===== src/rtl/mac3_pkg.sv =====
// Shared definitions for the 3x3 multiply-accumulate block: FSM encoding
// and default sizing constants.
package mac3_pkg;

    // Smallest accumulator width that cannot wrap for a given frame length.
    function automatic int minAccW(input int maxTerms);
        return $clog2(49 * maxTerms + 1);
    endfunction

    localparam int MAX_TERMS_DEF = 16;
    localparam int ACC_W_DEF     = minAccW(MAX_TERMS_DEF);
    localparam int PROD_W        = 6;
    localparam int COUNT_W       = 5;

    typedef enum logic [1:0] {
        ST_ACC   = 2'd0,
        ST_DRAIN = 2'd1,
        ST_DONE  = 2'd2
    } state_e;

endpackage


===== src/rtl/mac3_accum_if.sv =====
// Operand-in / result-out handshake bundle for mac3_accum.
interface mac3_accum_if #(
    parameter int ACC_W = mac3_pkg::ACC_W_DEF
);
    logic             in_valid;
    logic             in_ready;
    logic [2:0]       a;
    logic [2:0]       b;
    logic             in_last;
    logic             out_valid;
    logic             out_ready;
    logic [ACC_W-1:0] out_sum;
    logic [4:0]       out_count;
    logic             out_len_err;

    modport master (
        output in_valid, a, b, in_last, out_ready,
        input  in_ready, out_valid, out_sum, out_count, out_len_err
    );

    modport slave (
        input  in_valid, a, b, in_last, out_ready,
        output in_ready, out_valid, out_sum, out_count, out_len_err
    );
endinterface


===== src/rtl/mac3_accum_mult3_core.sv =====
// Purely combinational 3x3 unsigned multiplier feeding the product register.
module mult3_core (
    input  logic [2:0] a_i,
    input  logic [2:0] b_i,
    output logic [5:0] prod_o
);
    assign prod_o = {3'b000, a_i} * {3'b000, b_i};
endmodule


===== src/rtl/mac3_accum.sv =====
// Frame-based multiply-accumulate: registers a*b per accepted beat, sums it
// one cycle later, and presents the frame total until downstream takes it.
module mac3_accum
    import mac3_pkg::*;
#(
    parameter int MAX_TERMS = MAX_TERMS_DEF,
    parameter int ACC_W     = ACC_W_DEF
) (
    input  logic          clk,
    input  logic          rst,
    mac3_accum_if.slave   bus
);

    state_e               state_q, state_d;
    logic [PROD_W-1:0]    product;
    logic [PROD_W-1:0]    prod_q, prod_d;
    logic [ACC_W-1:0]     acc_q, acc_d;
    logic [COUNT_W-1:0]   count_q, count_d;
    logic                 lenErr_q, lenErr_d;
    logic                 inReady;
    logic                 accept;
    logic                 atLimit;

    mult3_core u_mult (
        .a_i    (bus.a),
        .b_i    (bus.b),
        .prod_o (product)
    );

    assign inReady = (state_q == ST_ACC);
    assign accept  = bus.in_valid && inReady;
    assign atLimit = (count_q == COUNT_W'(MAX_TERMS - 1));

    assign bus.in_ready    = inReady;
    assign bus.out_valid   = (state_q == ST_DONE);
    assign bus.out_sum     = acc_q;
    assign bus.out_count   = count_q;
    assign bus.out_len_err = lenErr_q;

    // The product register idles at zero, so the accumulator can add it
    // unconditionally without disturbing a held result.
    always_comb begin
        state_d  = state_q;
        prod_d   = '0;
        acc_d    = acc_q + ACC_W'(prod_q);
        count_d  = count_q;
        lenErr_d = lenErr_q;
        case (state_q)
            ST_ACC: begin
                if (accept) begin
                    prod_d  = product;
                    count_d = count_q + COUNT_W'(1);
                    if (bus.in_last || atLimit) begin
                        state_d  = ST_DRAIN;
                        lenErr_d = !bus.in_last;
                    end
                end
            end
            ST_DRAIN: begin
                state_d = ST_DONE;
            end
            ST_DONE: begin
                if (bus.out_ready) begin
                    state_d  = ST_ACC;
                    acc_d    = '0;
                    count_d  = '0;
                    lenErr_d = 1'b0;
                end
            end
            default: begin
                state_d = ST_ACC;
            end
        endcase
    end

    always_ff @(posedge clk) begin
        if (rst) begin
            state_q  <= ST_ACC;
            prod_q   <= '0;
            acc_q    <= '0;
            count_q  <= '0;
            lenErr_q <= 1'b0;
        end else begin
            state_q  <= state_d;
            prod_q   <= prod_d;
            acc_q    <= acc_d;
            count_q  <= count_d;
            lenErr_q <= lenErr_d;
        end
    end

endmodule


===== src/flat_wrapper.sv =====
// flat-port wrapper written by rule: the top's interface ports become plain ports
module mac3_accum_flat import mac3_pkg::*;
#(
    parameter int MAX_TERMS = MAX_TERMS_DEF,
    parameter int ACC_W     = ACC_W_DEF
)
  (clk, rst, bus_in_valid, bus_a, bus_b, bus_in_last, bus_out_ready, bus_in_ready, bus_out_valid, bus_out_sum, bus_out_count, bus_out_len_err);
  mac3_accum_if #(.ACC_W(ACC_W)) bus_i ();
  input  logic clk;
  input  logic rst;
  input wire logic [$bits(bus_i.in_valid)-1:0] bus_in_valid;
  input wire logic [$bits(bus_i.a)-1:0] bus_a;
  input wire logic [$bits(bus_i.b)-1:0] bus_b;
  input wire logic [$bits(bus_i.in_last)-1:0] bus_in_last;
  input wire logic [$bits(bus_i.out_ready)-1:0] bus_out_ready;
  output wire logic [$bits(bus_i.in_ready)-1:0] bus_in_ready;
  output wire logic [$bits(bus_i.out_valid)-1:0] bus_out_valid;
  output wire logic [$bits(bus_i.out_sum)-1:0] bus_out_sum;
  output wire logic [$bits(bus_i.out_count)-1:0] bus_out_count;
  output wire logic [$bits(bus_i.out_len_err)-1:0] bus_out_len_err;
  assign bus_i.in_valid = bus_in_valid;
  assign bus_i.a = bus_a;
  assign bus_i.b = bus_b;
  assign bus_i.in_last = bus_in_last;
  assign bus_i.out_ready = bus_out_ready;
  assign bus_in_ready = bus_i.in_ready;
  assign bus_out_valid = bus_i.out_valid;
  assign bus_out_sum = bus_i.out_sum;
  assign bus_out_count = bus_i.out_count;
  assign bus_out_len_err = bus_i.out_len_err;
  mac3_accum #(.MAX_TERMS(MAX_TERMS), .ACC_W(ACC_W)) u_core (.clk(clk), .rst(rst), .bus(bus_i));
endmodule

===== config.mk =====
export PLATFORM = sky130hd
export DESIGN_NAME = mac3_accum_flat
export DESIGN_NICKNAME = d
export VERILOG_FILES = /design/src/rtl/mac3_pkg.sv /design/src/rtl/mac3_accum_if.sv /design/src/rtl/mac3_accum_mult3_core.sv /design/src/rtl/mac3_accum.sv /design/src/flat_wrapper.sv
export SDC_FILE = /design/constraint.sdc
export NUM_CORES = 1
export LEC_CHECK = 0
export CAP_MARGIN = 20
export CORE_ASPECT_RATIO = 0.8
export CORE_UTILIZATION = 49
export CTS_CLUSTER_SIZE = 24
export DETAILED_ROUTE_END_ITERATION = 10
export PLACE_DENSITY = 0.82
export RECOVER_POWER = 100
export SYNTH_ARGS = -nofsm -noshare
export SYNTH_HDL_FRONTEND = slang
export SYNTH_SLANG_ARGS = --single-unit

===== constraint.sdc =====
create_clock -name clk -period 2.4 [get_ports clk]
set_input_delay 0.36 -clock clk [delete_from_list [all_inputs] [get_ports clk]]
set_output_delay 0.36 -clock clk [all_outputs]
set_load 0.01 [all_outputs]

==> metrics.csv <==
metric,value,unit
dp_cells,201,
num_vias,1114,
path_max_fanout,3,
fin_area,1639,sq um
antenna_left,0,
setup_viol,0,
worstMarginPinSlew,0.5010,ns
grt_max_degree,14,
synth.cell_area,1292,sq um
synth_xor_area_share,2.711,%
port_buffers,28,
status,completed,
place.gp.congestion,0.8097,
crit_path_end_kind,flip-flop,
numCtsBuffers,3,
ctsHoldBuffers,0,
antenna_found_initial,0,
timing.slew.headroom,66.60,%
grt_pass1_vias,968,
cts_resized,0,
reg2regPathDepth,6,
synth_seq_cells,24,
p_leak,0.7200,nW
die-area,2848,sq um
synthSimpleGateAreaFrac,23.81,%
synthMuxAreaShare,1.549,%
worstPathRequired,2.63,ns
clock_path_buffers,2,
min_period,2.191,ns
crit_type,in2reg,
final_cells,205,
grt_use_total,20.56,%
ys_warn_count,0,
row_count,16,
period_share,91.30,%
grt_overflow,0,
fmax,456.4,MHz
vdd_ir_drop_max,0.2802,mV
final_cell_mix,"dfxtp_1, dlygate4sd3_1, nor2_1",
place_area,1603,sq um
rsz0062_at_grt,false,
hold-path-cell-count,2,
start_util,52.07,%
synth_compound_area_share,15.20,%
diodes,0,
drv_cap,0,
layout-drive-gt1-share,2.959,%
hold_class,reg2reg,
design.core.area,2482,sq um
hold_violations,0,
die_x,59.42,um
synth_nets,167,
cts_tree,yes,
htree_levels,1,
clkTransAtPathRegs,0.14,ns
finalClockSkew,0.01151,ns
ys_types,36,
yosysSeqAreaShare,37.17,%
dr.pass1.iters,4,
drt_iter0_drc,91,
clkLatencyLatePin,0.32,ns
cp.arrival,2.43,ns
final_nets,197,
root_buffer,clkbuf_4,
postCtsSetupBuffers,0,
synth_fa_ha_area_share,17.23,%
hpwl,2031,um
fin_ws,0.2089,ns
drc,0,
power_density,472.9,nW/um^2
io-pin-count,29,
synthCells,140,
postSynthAreaPerCell,9.232,sq um
die_h,47.94,um
dp_slack,-0.09225,ns
wl,2569,um
finalSetupTns,0,ns
startpoint_type,input port,
grt_pass1_wl,4195,um
synthToLayoutAreaGrowth,26.81,%
synth_top_family_by_area,simple AND/OR/NAND/NOR gates,
hold_ws,0.4852,ns
cts.sinks,24,
final_common_cell,dfxtp_1,
viasPerCell,5.434,
drv_slew,0,
wl_per_cell,12.53,um
## critical path, cell delays in order
cell and delay (ns):
dlygate4sd3_1 0.56, nand2_1 0.09, fa_1 0.55, inv_1 0.05
ha_1 0.21, fa_1 0.38, xnor2_1 0.16, nor2_1 0.07
## logic make-up (layout without fill, tap and decap cells)
| group | after synthesis | in the layout |
|---|---|---|
| AO/OA/AOI/OAI | 30 | 30 |
| XOR/XNOR | 4 | 4 |
| adder cells (fa/ha/maj) | 16 | 16 |
| multiplexers | 2 | 2 |
| AND/OR/NAND/NOR | 57 | 57 |
| flip-flops | 24 | 24 |
| buffers and inverters | 7 | 36 |
## metal layers
| layer | routed length [um] | vias up | track usage [%] | share of wire [%] |
|---|---|---|---|---|
| met3 | 116 | 2 | 5.946 | 4.5 |
| li1 | - | 558 | - | - |
| met4 | 19 | 0 | 6.667 | 0.74 |
| met5 | 0 | - | 0 | 0 |
| met1 | 1130 | 516 | 23.72 | 44 |
| met2 | 1302 | 38 | 37.53 | 51 |
## cell usage after synthesis, drive strengths merged
cell      n  area [sq um]
a211o     1         8.760
a211oi    4         30.03
a21o      3         23.77
a21oi     9         45.04
a22oi     1         7.510
and2     11         68.82
and3      2         12.51
and3b     1         8.760
buf       1         7.510
clkbuf    2         7.510
dfxtp    24         480.5
fa        3         60.06
ha       13         162.7
inv       4         15.01
mux2i     2         20.02
nand2     5         18.77
nand2b    4         25.02
nand3     1         5.000
nand4     1         6.260
nand4b    1         8.760
nor2     15         56.30
nor2b     4         25.02
nor3      5         25.02
nor3b     1         7.510
o2111ai   1         8.760
o21a      2         15.01
o21ai     5         25.02
o311ai    1         8.760
o31ai     2         15.01
o41ai     1         8.760
or2       2         12.51
or3       2         12.51
or4       2         15.01
xnor2     4         35.03
## registers in the layout (all words and copies together), names as in the netlist
signal	cells
u_core.bus.out_len_err	1
u_core.bus.out_count	5
u_core.bus.out_sum	10
u_core.prod_q	6
u_core.state_q	2
## path summary, 6_finish.rpt
path | startpoint | to | slack (ns)
setup / recovery | bus_a[0] | u_core.prod_q[4]$_SDFF_PP0_ | 0.21
hold / removal | u_core.bus.out_sum[9]$_SDFF_PP0_ | u_core.bus.out_sum[9]$_SDFF_PP0_ | 0.49
setup reg to reg | u_core.bus.out_sum[0]$_SDFF_PP0_ | u_core.bus.out_sum[8]$_SDFF_PP0_ | 0.53
hold reg to reg | u_core.bus.out_sum[9]$_SDFF_PP0_ | u_core.bus.out_sum[9]$_SDFF_PP0_ | 0.49
## through the flow
stage	total power, mW	utilization, %
floorplan	0.5121	-
CTS	0.7868	66.03
global route	0.8179	66.03
detailed placement	0.5691	64.57
finish	0.7751	66.03
global placement	0.5633	64.57
## final cells by class
class / count / area [sq um]
fill: 226 / 843.3
multi-input combinational: 109 / 782.0
sequential: 24 / 480.5
timing repair buffer: 28 / 280.3
tap: 36 / 45.04
clock buffer: 4 / 36.28
inverter: 4 / 15.01
## power breakdown
group,switching (mW),leakage (nW),internal [mW]
combinational,0.0658,0.504,0.0653
sequential,0.0106,0.195,0.413
clock,0.127,0.0210,0.0928
Note: power is estimated with default switching activity, not from simulation.
